File: config.mk
export PLATFORM = sky130hd
export DESIGN_NAME = valid_ready_pack
export DESIGN_NICKNAME = d
export VERILOG_FILES = /design/src/rtl/valid_ready_pack_pkg.sv /design/src/rtl/valid_ready_pack.sv
export SDC_FILE = /design/constraint.sdc
export NUM_CORES = 1
export LEC_CHECK = 0
export BUFFER_PORTS_ARGS = -buffer_cell sky130_fd_sc_hd__buf_2
export CORE_MARGIN = 2
export CORE_UTILIZATION = 45
export DETAILED_ROUTE_END_ITERATION = 7
export GPL_ROUTABILITY_DRIVEN = 0
export HOLD_SLACK_MARGIN = 0.05
export PLACE_DENSITY = 0.65
export RECOVER_POWER = 100
export SLEW_MARGIN = 25
export SYNTH_ARGS = -nofsm -noshare
export SYNTH_HDL_FRONTEND = slang
export SYNTH_SLANG_ARGS = --single-unit
File: constraint.sdc
create_clock -name clk -period 4.35 [get_ports clk]
set_input_delay 0.435 -clock clk [delete_from_list [all_inputs] [get_ports clk]]
set_output_delay 0.435 -clock clk [all_outputs]
set_load 0.1 [all_outputs]
File: src/rtl/valid_ready_pack_pkg.sv
`default_nettype none
// ============================================================================
//  Module      : valid_ready_pack_pkg
//  Description : Shared defaults, lane-counter width helper and output-register
//                state encoding for the valid/ready beat packer.
//  Revision    : 1.0 - initial release
// ============================================================================
package valid_ready_pack_pkg;

    // Default input beat width in bits
    localparam int VRP_N_DEFAULT     = 4;
    // Default number of input beats per packed output word
    localparam int VRP_RATIO_DEFAULT = 4;
    // Lane-counter width for the default ratio
    localparam int VRP_CNT_W_DEFAULT = $clog2(VRP_RATIO_DEFAULT);

    // Lane-counter width for an arbitrary ratio (ratio is always >= 2)
    function automatic int vrp_cnt_width(input int ratio);
        return $clog2(ratio);
    endfunction

    // Output register occupancy
    typedef enum logic [0:0] {
        ST_EMPTY = 1'b0,
        ST_FULL  = 1'b1
    } vrp_state_e;

endpackage : valid_ready_pack_pkg
`default_nettype wire

File: src/rtl/valid_ready_pack.sv
`default_nettype none
// ============================================================================
//  Module      : valid_ready_pack
//  Description : Packs RATIO narrow N-bit beats into one N*RATIO-bit word.
//                Beats fill lanes LSB-first; dwn_last closes a word early and
//                up_keep marks which lanes carry data. The output is a single
//                register stage with one-cycle latency and full throughput.
//  Revision    : 1.0 - initial release
// ============================================================================
module valid_ready_pack
    import valid_ready_pack_pkg::*;
#(
    parameter int N     = VRP_N_DEFAULT,
    parameter int RATIO = VRP_RATIO_DEFAULT
) (
    input  logic                 clk,
    input  logic                 rst_n,
    input  logic                 dwn_vld,
    input  logic [N-1:0]         dwn_data,
    input  logic                 dwn_last,
    output logic                 dwn_rdy,
    output logic                 up_vld,
    output logic [N*RATIO-1:0]   up_data,
    output logic [RATIO-1:0]     up_keep,
    output logic                 up_last,
    input  logic                 up_rdy
);

    localparam int               CNT_W   = vrp_cnt_width(RATIO);
    localparam logic [CNT_W-1:0] CNT_MAX = CNT_W'(RATIO - 1);

    // Lane counter and partially assembled word
    logic [CNT_W-1:0]   cnt_q, cnt_d;
    logic [N*RATIO-1:0] asm_q, asm_d;

    // Output register
    vrp_state_e         state_q;
    logic [N*RATIO-1:0] up_data_q;
    logic [RATIO-1:0]   up_keep_q;
    logic               up_last_q;

    // Handshake decode and the word as it looks with the current beat merged
    logic               w_accept;
    logic               w_complete;
    logic [N*RATIO-1:0] w_word;
    logic [RATIO-1:0]   w_keep;

    // Ready depends only on the output register and up_rdy, never on dwn_*
    assign up_vld  = (state_q == ST_FULL);
    assign dwn_rdy = ~up_vld | up_rdy;
    assign up_data = up_data_q;
    assign up_keep = up_keep_q;
    assign up_last = up_last_q;

    // Merge the incoming beat into lane cnt and compute next counter/buffer
    always_comb begin
        w_accept   = dwn_vld & dwn_rdy;
        w_complete = w_accept & (dwn_last | (cnt_q == CNT_MAX));
        w_word     = asm_q;
        w_keep     = '0;
        for (int l = 0; l < RATIO; l++) begin
            if (CNT_W'(l) == cnt_q) begin
                w_word[l*N +: N] = dwn_data;
            end
            if (CNT_W'(l) <= cnt_q) begin
                w_keep[l] = 1'b1;
            end
        end

        cnt_d = cnt_q;
        asm_d = asm_q;
        if (w_complete) begin
            // Word handed to the output register; start the next one clean
            cnt_d = '0;
            asm_d = '0;
        end else if (w_accept) begin
            cnt_d = cnt_q + CNT_W'(1);
            asm_d = w_word;
        end
    end

    // Lane counter and assembly buffer
    always_ff @(posedge clk or negedge rst_n) begin
        if (!rst_n) begin
            cnt_q <= '0;
            asm_q <= '0;
        end else begin
            cnt_q <= cnt_d;
            asm_q <= asm_d;
        end
    end

    // Output register EMPTY/FULL machine; a completing beat always reloads it
    always_ff @(posedge clk or negedge rst_n) begin
        if (!rst_n) begin
            state_q   <= ST_EMPTY;
            up_data_q <= '0;
            up_keep_q <= '0;
            up_last_q <= 1'b0;
        end else begin
            case (state_q)
                ST_EMPTY: begin
                    if (w_complete) begin
                        state_q   <= ST_FULL;
                        up_data_q <= w_word;
                        up_keep_q <= w_keep;
                        up_last_q <= dwn_last;
                    end
                end
                ST_FULL: begin
                    if (w_complete) begin
                        // Only reachable with up_rdy=1: old word leaves, new one lands
                        state_q   <= ST_FULL;
                        up_data_q <= w_word;
                        up_keep_q <= w_keep;
                        up_last_q <= dwn_last;
                    end else if (up_rdy) begin
                        state_q   <= ST_EMPTY;
                    end
                end
                default: begin
                    state_q <= ST_EMPTY;
                end
            endcase
        end
    end

endmodule : valid_ready_pack
`default_nettype wire

Yosys cells after proc, flatten, opt, wreduce, memory -nomap -nowiden
Index checks and enable logic that the tools add are counted.

Output and inout port bits: 23. Register bits: 40. Word-level logic and storage cells: 41. Bits of input ports: 9.

Equal/unequal tests: 4. Bitwise operators: 5. Order comparisons: 4. $add $sub $neg: 1. Reduce and logical (&&, ||, !) cells: 2. Mux-type cells: 19.

Operators by type and width (count): 2-to-1 mux 16 bit (3); 2-to-1 mux 4 bit (5); 2-to-1 mux 1 bit (8); equality test 2 bit (first input constant) (2); less-or-equal comparator 1 x 2 -> 1 bit (first input constant) (2); less-or-equal comparator 2 bit (first input constant) (2); 2-to-1 mux 2 bit (2); adder 2 x 1 -> 2 bit (second input constant) (1); bitwise AND 1 bit (2); equality test 1 x 2 -> 1 bit (first input constant) (1); equality test 2 bit (second input constant) (1); logical NOT 2 bit (1); OR 1 bit (2); case mux 1 bit (2 select lines) (1); nonzero test 2 bit (1); NOT 1 bit (1).

Longest topological paths before layout
Gate-level depths: netlist (run 1).

Depth in word-level cells: 6. Gate-level depth with buffers: 7. Depth with buffers taken out: 4.

Worst setup path before layout (run 1)
No wires, ideal clock.

Path type: register to register. From: reg state_q (netlist: up_vld). To: reg asm_q[0]. Setup time: 122 ps. Path buffers: 1. Arrival time: 2058 ps. Stages on the path, launching flop included: 5. Required time: 4228 ps. Setup slack: 2170 ps. Clock period less this slack: 2180 ps. Cell sequence: dfrtp_1 -> nand2b_1 -> buf_2 -> o211ai_1 -> a32o_1.

Word-level cells in the longest chain between the ends: 5. Elaborated cells between the ends (all ways): 6. Those cells by class: 1 x mux; 4 x bitwise; 1 x reduce/logical.

RTL lines: start: declaration (RTL line valid_ready_pack.sv:37) `vrp_state_e state_q;`; start signal: assignment (RTL line valid_ready_pack.sv:96) `state_q <= ST_EMPTY;`; start signal: assignment (RTL line valid_ready_pack.sv:104) `state_q <= ST_FULL;`; start signal: assignment (RTL line valid_ready_pack.sv:113) `state_q <= ST_FULL;`; NOT 1 bit (*); OR 1 bit (*) (RTL line valid_ready_pack.sv:50) `assign dwn_rdy = ~up_vld | up_rdy;`; named net dwn_rdy (RTL line valid_ready_pack.sv:21) `output logic dwn_rdy,`; bitwise AND 1 bit (*) (RTL line valid_ready_pack.sv:57) `w_accept = dwn_vld & dwn_rdy;`; bitwise AND 1 bit (RTL line valid_ready_pack.sv:58) `w_complete = w_accept & (dwn_last | (cnt_q == CNT_MAX));`; 2-to-1 mux 16 bit or nonzero test 2 bit (tied branches); end signal: assignment (RTL line valid_ready_pack.sv:89) `asm_q <= asm_d;`; end: declaration (RTL line valid_ready_pack.sv:34) `logic [N*RATIO-1:0] asm_q, asm_d;`.

The timed path passes the listed nets; every way through them passes the cells marked *. A chain may end at the register's enable or synchronous reset.

Worst setup path after layout (run 1)
From: reg cnt_q[1]. To: reg up_data_q[14] (netlist: up_data[14]).

Word-level cells in the longest chain between the ends: 3. Elaborated cells between the ends (all ways): 6. Those cells by class: 2 x eq/ne; 2 x mux; 2 x bitwise.

RTL lines: start: declaration (RTL line valid_ready_pack.sv:33) `logic [CNT_W-1:0] cnt_q, cnt_d;`; start signal: assignment (RTL line valid_ready_pack.sv:88) `cnt_q <= cnt_d;`; equality test 2 bit (RTL line valid_ready_pack.sv:58, valid_ready_pack.sv:62); 2-to-1 mux 4 bit or OR 1 bit (tied branches) (RTL line valid_ready_pack.sv:62, valid_ready_pack.sv:58); 2-to-1 mux 16 bit or bitwise AND 1 bit (tied branches) (RTL line valid_ready_pack.sv:103, valid_ready_pack.sv:111, valid_ready_pack.sv:58); end signal: assignment (RTL line valid_ready_pack.sv:105) `up_data_q <= w_word;`; end signal: assignment (RTL line valid_ready_pack.sv:114) `up_data_q <= w_word;`; end: declaration (RTL line valid_ready_pack.sv:38) `logic [N*RATIO-1:0] up_data_q;`.

Several ways; a longest one is shown, not always the timed one. The select of a mux whose other input is x is not followed.

==> impl_metrics.ini, run 1 <==
[outcome]
status = complete, but fails checks
violations = capacitance limit, slew limit

[final_layout]
num-fill-cells = 370
fin_util = 0.5027
num_antenna_cells = 0
seq_area_sq_um = 1001
layout-drive-gt1-share = 0.2215
final_nets = 171
layout.cells.non_filler = 208
area_growth_pct = 7.492
multi_input_area_sq_um = 713.2
fin_area_sq_um = 2011

[synthesis]
syn-num-nets = 143
synth_area_sq_um = 1871
yosysTopAreaCell = dfrtp_1
ys.flop_type = dfrtp_1
synth_edf_count = 0
synth_top_area_share = 0.5351
syn_inst = 129
yosys_register_bits = 40
synth.area.top_cells = dfrtp_1 54%, mux2_2 11%, mux2_4 10%, a32o_1 6.4%, ha_1 3.3%
syn_avg_cell_area_sq_um = 14.50
ys_seq_area_frac = 0.5351
synth_most_common_cell = dfrtp_1
async_flop_share = 1.000
ys_warn_count = 0
ys_types = 29
synthTopCellsByCount = 40 x dfrtp_1, 19 x mux2_2, 13 x mux2_4

[timing]
worst_slew_pin_slew_ns = 2.043
finalCritPeriodShare = 0.5945
fin_setup_tns_ns = 0
rsz0062_at_grt = no
finalCriticalPeriod_ns = 2.586
worst_hold_slack_ns = 0.4198
hold_violations = 0
setup_ws_ns = 1.764
slew_violations = 41
slew_headroom = -0.3619
fmax_mhz = 386.7
finalSetupViolations = 0
skew_ns = 0.002105

[worst_setup_path]
endpoint_kind = register
crit_start = cnt_q[1]
crit_required_ns = 4.53
rr_startpoint = cnt_q[1]
r2r-end = up_data[14]
r2r_setup_slack_ns = 1.76
cp_max_fo = 23
crit_arrival_ns = 2.76
reg2reg_depth = 4
crit_path_end = up_data[14]
start_kind = register
critPathKind = register to register

[clock_tree]
cts_sinks = 40
clkTransAtPathRegs_ns = 0.08
cts_hold_buf = 0
post_cts.repair.setup_buffers = 0
clockBufferDepth = 2
clkLatencyLatePin_ns = 0.30
root_buffer = clkbuf_8
post_cts_resized = 0
numCtsBuffers = 5
htreeDepth = 2
cts_tree = yes

[routing]
drtIter0Drc = 34
remaining_drc_errors = 0
ant_nets = 0
routed_wl_um = 3446
routedWlPerCell_um = 16.57
first_pass_iters = 4
num_vias = 1117
viasPerCell = 5.370

[min_path]
min_path_cells = 2
min_path_type = primary input to register

[pwr]
power_density_nw_per_um2 = 702.3
leakage_nw = 0.9381
peakVddDrop_uv = 323.6
power.total_mw = 1.412

[place]
numPortBuffers = 31
place_ws_ns = 2.415
dp_cells = 200
hpwl_um = 2345
postPlaceCellArea_sq_um = 2004

[grt]
antenna_found_initial = 0
grt_start_max_net_pins = 41
grt-ovfl-total = 0
grt_pass1_wl_um = 5595
grt_use_total = 0.1711
first_global_vias = 1118

[floorplanning]
dieArea_sq_um = 4688
core_area_sq_um = 4000
io_pins = 32
die_x_um = 68.47
initial_core_util = 0.4676
core.rowCount = 23
die_y_um = 68.47

[job]
maxCapViolCount = 1
## area by class of cell
type                       count  area share
clock buffer                   6     0.04107
clock inverter                 2    0.007467
inverter                       3    0.005600
multi-input combinational     76      0.3547
sequential                    40      0.4978
tap                           50     0.03111
timing repair buffer          31     0.06223
## state kept, by name, summed over array words and instances, names as in the netlist
register,count
asm_q,16
up_data,16
up_keep,4
cnt_q,2
up_last,1
up_vld,1
## per-layer routing
layer	share of wire	track usage	up-vias	wire length (um)
met2	0.49	0.2716	28	1674
met3	0.046	0.04276	7	160
met1	0.44	0.2142	558	1532
li1	-	-	524	-
met5	0	0	-	0
met4	0.023	0.09000	0	78
## worst min-delay path by stage
stage | slack [ns] | start | endpoint
after floorplan | 0.14 | rst_n | asm_q[0]
after global placement | 0.45 | up_keep[0] | up_keep[0]
after detailed placement | 0.46 | up_keep[0] | up_keep[0]
after CTS | 0.28 | rst_n | up_data[3]
after global routing | 0.43 | dwn_last | up_last
final | 0.42 | dwn_last | up_last
## cell families after synthesis
logic type / count (synthesis) / synth area share
adder cells (fa/ha/maj): 5 / 0.03344
buffers and inverters: 13 / 0.05083
multiplexers: 33 / 0.2241
AO/OA/AOI/OAI: 22 / 0.1023
AND/OR/NAND/NOR: 16 / 0.05419
flip-flops: 40 / 0.5351
## power by group
group          internal (mW)  switching [mW]  total [mW]
Sequential             0.449          0.0413       0.491
Clock                  0.128           0.133       0.261
Combinational          0.120           0.540       0.660
## cell usage in the layout (no fill, tap or decap)
cell type   netlist  routed
a21o_1            1       1
a21oi_1           1       1
a22o_1            1       1
a22o_2            1       1
a31oi_1           2       2
a32o_1           12      12
and2_0            0       4
and2_1            5       1
and3_1            1       1
buf_2             3       7
clkbuf_1          1      24
clkbuf_8          0       6
clkinvlp_4        0       2
dfrtp_1          40      40
ha_1              5       5
inv_1             3       3
mux2_1            0      13
mux2_2           19      19
mux2i_1           1       1
nand2_1           1       1
nand2b_1          2       2
nand3_1           2       3
nand4_1           1       1
nor2_1            2       2
o211ai_1          3       3
o21ai_0           1       1
or2_0             0       1
## worst max-delay path, cell delays in order (launching register included)
cell,delay (ns)
dfrtp_1,0.40
ha_1,0.35
or2_0,0.32
nand3_1,0.76
mux2_1,0.62
Note: power is estimated with default switching activity, not from simulation.
==> inputs of run 2 (changes only) <==
PLACE_DENSITY = 0.68   (was 0.65)
clock period = 2.2 ns   (was 4.35 ns; I/O delays follow)
==> impl_metrics.ini, run 2 (synthesized netlist as in run 1, its figures left out) <==
[pwr]
clkPwrFrac = 0.168
seq_power_share = 0.354
leakage_nw = 0.9430
peakVddDrop_uv = 705.3
pwr-share-comb = 0.478
power_density_nw_per_um2 = 1367
internal_power_mw = 1.342
power.total_mw = 2.745
p_sw_mw = 1.403
swShare = 0.5112

[timing]
setup_ws_ns = 0.2642
skew_ns = 0.004439
slew_headroom = -0.3743
hold_violations = 0
rsz0062_at_grt = no
fin_setup_tns_ns = 0
slew_violations = 41
worst_slew_pin_slew_ns = 2.061
finalSetupViolations = 0
finalCriticalPeriod_ns = 1.936
fmax_mhz = 516.6
finalCritPeriodShare = 0.8799

[routing]
routedWlPerCell_um = 16.86
num_vias = 1130
remaining_drc_errors = 0
drtIter0Drc = 26
first_pass_iters = 4
viasPerCell = 5.459
ant_nets = 0
routed_wl_um = 3490

[worst_setup_path]
endpoint_kind = register
r2r-end = up_data[3]
rr_startpoint = cnt_q[1]
crit_required_ns = 2.37
reg2reg_depth = 4
critPathKind = register to register
crit_arrival_ns = 2.11
start_kind = register
r2r_setup_slack_ns = 0.26
cp_max_fo = 23

[outcome]
status = complete, but fails checks
violations = capacitance limit, slew limit

[floorplanning]
dieArea_sq_um = 4688
die_y_um = 68.47
die_x_um = 68.47
initial_core_util = 0.4676
core_area_sq_um = 4000
io_pins = 32
core.rowCount = 23

[grt]
grt_use_total = 0.1717
antenna_found_initial = 0
first_global_vias = 1154
grt_pass1_wl_um = 5692
grt-ovfl-total = 0
grt_start_max_net_pins = 41

[final_layout]
num_antenna_cells = 0
area_growth_pct = 7.358
layout_commonest_cell = dfrtp_1
layout_common_cells = 40 x dfrtp_1, 23 x clkbuf_1, 19 x mux2_2, 13 x mux2_1, 12 x a32o_1
final_nets = 171
layout-drive-gt1-share = 0.2293
layout.cells.non_filler = 207

[min_path]
min_path_cells = 2
min_to = up_last
hp-start = dwn_last
min_path_type = primary input to register

[clock_tree]
cts_hold_buf = 0
post_cts_resized = 0
cts_sinks = 40
htreeDepth = 2
root_buffer = clkbuf_8
clkTransAtPathRegs_ns = 0.07
numCtsBuffers = 5
post_cts.repair.setup_buffers = 0
cts_tree = yes
clkLatencyLatePin_ns = 0.29
clockBufferDepth = 2

[job]
maxCapViolCount = 1

[place]
hpwl_um = 2368
place_ws_ns = 0.2305
numPortBuffers = 31
dp_cells = 200
-- run 2: per-layer routing --
metal,wire (um),up-vias,track usage
met2,1734,25,0.2764
li1,-,526,-
met3,136,5,0.04934
met1,1575,574,0.2169
met5,0,-,0
met4,44,0,0.06750
-- run 2: worst max path at each step --
stage | startpoint | to | slack (ns)
2_1_floorplan | up_vld | asm_q[0] | 0.02
3_3_place_gp | cnt_q[0] | up_data[13] | 0.32
3_5_place_dp | cnt_q[1] | up_data[15] | 0.23
4_1_cts | cnt_q[1] | up_data[15] | 0.21
5_1_grt | rst_n | up_keep[3] | 0.08
6_report | cnt_q[1] | up_data[3] | 0.26
-- run 2: per-stage QoR --
stage	hold WS (ns)	area (sq um)	util
after floorplan	-0.07559	1871	-
final	0.2419	2008	0.5020
after CTS	0.06579	2086	0.5214
after global routing	0.2576	2008	0.5020
after detailed placement	0.3887	2004	0.5011
after global placement	0.3756	2004	0.5011
-- run 2: final cells by class --
cell class	count	area [sq um]
clock inverters	2	12.51
well taps	50	62.56
multi-input cells	76	725.7
flip-flops and latches	40	1001
clock buffers	5	68.82
inverters	3	11.26
repair buffers	31	126.4
fillers	395	1992
-- run 2: critical path, stage by stage (launching register included) --
cell	delay (ns)
dfrtp_1	0.40
ha_1	0.36
or2_1	0.31
nand3_4	0.31
mux2_1	0.43
-- run 2: power groups by stage --
stage	combinational (mW)	clock, mW	sequential [mW]
3_5_place_dp	1.41	0	0.988
4_1_cts	1.42	0.479	0.974
5_1_grt	1.38	0.505	0.996
6_report	1.31	0.461	0.972
2_1_floorplan	0.406	0	1.79
3_3_place_gp	1.40	0	0.976
==> inputs of run 3 (changes only) <==
PLACE_DENSITY = 0.65   (was 0.68)
clock period = 2.1 ns   (was 2.2 ns; I/O delays follow)
==> impl_metrics.ini, run 3 (synthesized netlist as in run 1, its figures left out) <==
[outcome]
status = finished clean

[worst_setup_path]
crit_start = cnt_q[1]
crit_arrival_ns = 1.98
slowest_delay_ns = 0.43
start_kind = register
endpoint_kind = register
critPathKind = register to register
path_cells = ha_1 -> or2_0 -> nand3_4 -> mux2_1
cp_max_fo = 23
crit_required_ns = 2.27
rr_startpoint = cnt_q[1]
cp_slowest_cell = mux2_1

[clock_tree]
clockBufferDepth = 2
cts_sinks = 40
root_buffer = clkbuf_8
cts_tree = yes
clkLatencyLatePin_ns = 0.29
post_cts.repair.setup_buffers = 0
post_cts_resized = 0
clkTransAtPathRegs_ns = 0.07
cts_hold_buf = 0
htreeDepth = 2
numCtsBuffers = 5

[job]
maxCapViolCount = 0

[timing]
fmax_mhz = 552.0
hold_violations = 0
finalSetupViolations = 0
rsz0062_at_grt = no
skew_ns = 0.005219
fin_setup_tns_ns = 0
slew_violations = 0
slew_headroom = 0.2214
worst_slew_pin_slew_ns = 1.173
finalCriticalPeriod_ns = 1.812
finalCritPeriodShare = 0.8626

[routing]
routedWlPerCell_um = 16.12
routed_wl_um = 3385
viasPerCell = 5.424
remaining_drc_errors = 0
drtIter0Drc = 31
ant_nets = 0
num_vias = 1139
first_pass_iters = 4

[grt]
grt-ovfl-total = 0
grt_use_total = 0.1724
grt_pass1_wl_um = 5761
antenna_found_initial = 0
grt_start_max_net_pins = 41
first_global_vias = 1155

[pwr]
peakVddDrop_uv = 898.3
power_density_nw_per_um2 = 1433
power.total_mw = 2.916
leakage_nw = 0.9561

[final_layout]
num-fill-cells = 379
layout-drive-gt1-share = 0.2438
fin_util = 0.5086
layout_common_cells = 40 x dfrtp_1, 23 x clkbuf_1, 19 x mux2_2, 13 x mux2_1, 12 x a32o_1
layout_commonest_cell = dfrtp_1
area_growth_pct = 8.762
layout.cells.non_filler = 210
final_nets = 173
num_antenna_cells = 0

[floorplanning]
core.rowCount = 23
core_area_sq_um = 4000
die_y_um = 68.47
die_x_um = 68.47
initial_core_util = 0.4676
dieArea_sq_um = 4688
io_pins = 32

[min_path]
min_path_type = primary input to async pin

[place]
numPortBuffers = 31
hpwl_um = 2317
dp_cells = 202
## run 3: changes by cell type in the layout (fill, tap and decap cells not counted), sizes merged
cell / before / now
clkbuf: 29 / 32
buf: 7 / 8
clkinv: 1 / 0
## run 3: cell type report
cell class / count / area, sq um / share of cell area
Clock inverter: 1 / 7.507 / 0.003690
Clock buffer: 7 / 86.33 / 0.04244
Tap cell: 50 / 62.56 / 0.03075
Sequential cell: 40 / 1001 / 0.4920
Multi-Input combinational cell: 76 / 725.7 / 0.3567
Timing Repair Buffer: 33 / 140.1 / 0.06888
Inverter: 3 / 11.26 / 0.005535
## run 3: metal layers
| metal | vias to the layer above | global-route usage | wire length [um] |
|---|---|---|---|
| met1 | 577 | 0.2265 | 1535 |
| li1 | 530 | - | - |
| met4 | 0 | 0.06250 | 59 |
| met3 | 6 | 0.05757 | 152 |
| met2 | 26 | 0.2644 | 1636 |
| met5 | - | 0 | 0 |
## run 3: stage by stage
step                hold WS (ns)  cell area (sq um)  setup slack, ns
floorplan               -0.08559               1873           0.1405
detailed placement        0.3781               2019           0.2998
finish                   0.06163               2034           0.2884
global placement          0.3649               2019           0.3710
global route              0.1326               2034           0.1697
CTS                      0.05831               2113           0.2856
## run 3: where the power goes
part	total [mW]	internal (mW)	switching (mW)	leakage, nW
combinational	1.38	0.252	1.12	0.387
clock	0.522	0.267	0.256	0.0445
sequential	1.02	0.931	0.0870	0.525
## run 3: final timing paths
check	endpoint	slack [ns]	cells after the start
worst min register to register	up_keep[0]	0.47	1
worst max-delay path	up_data[14]	0.29	4
min in group clk	up_last	0.22	2
max in group asynchronous	up_last	1.45	1
worst min-delay path	up_data[0]	0.06	1
worst max register to register	up_data[14]	0.29	4
## run 3: critical path, delay by kind of cell (launching register included)
kind          cells  cell delay (ns)
simple gates      2             0.68
mux               1             0.43
flops             1             0.40
fa+ha+maj         1             0.19
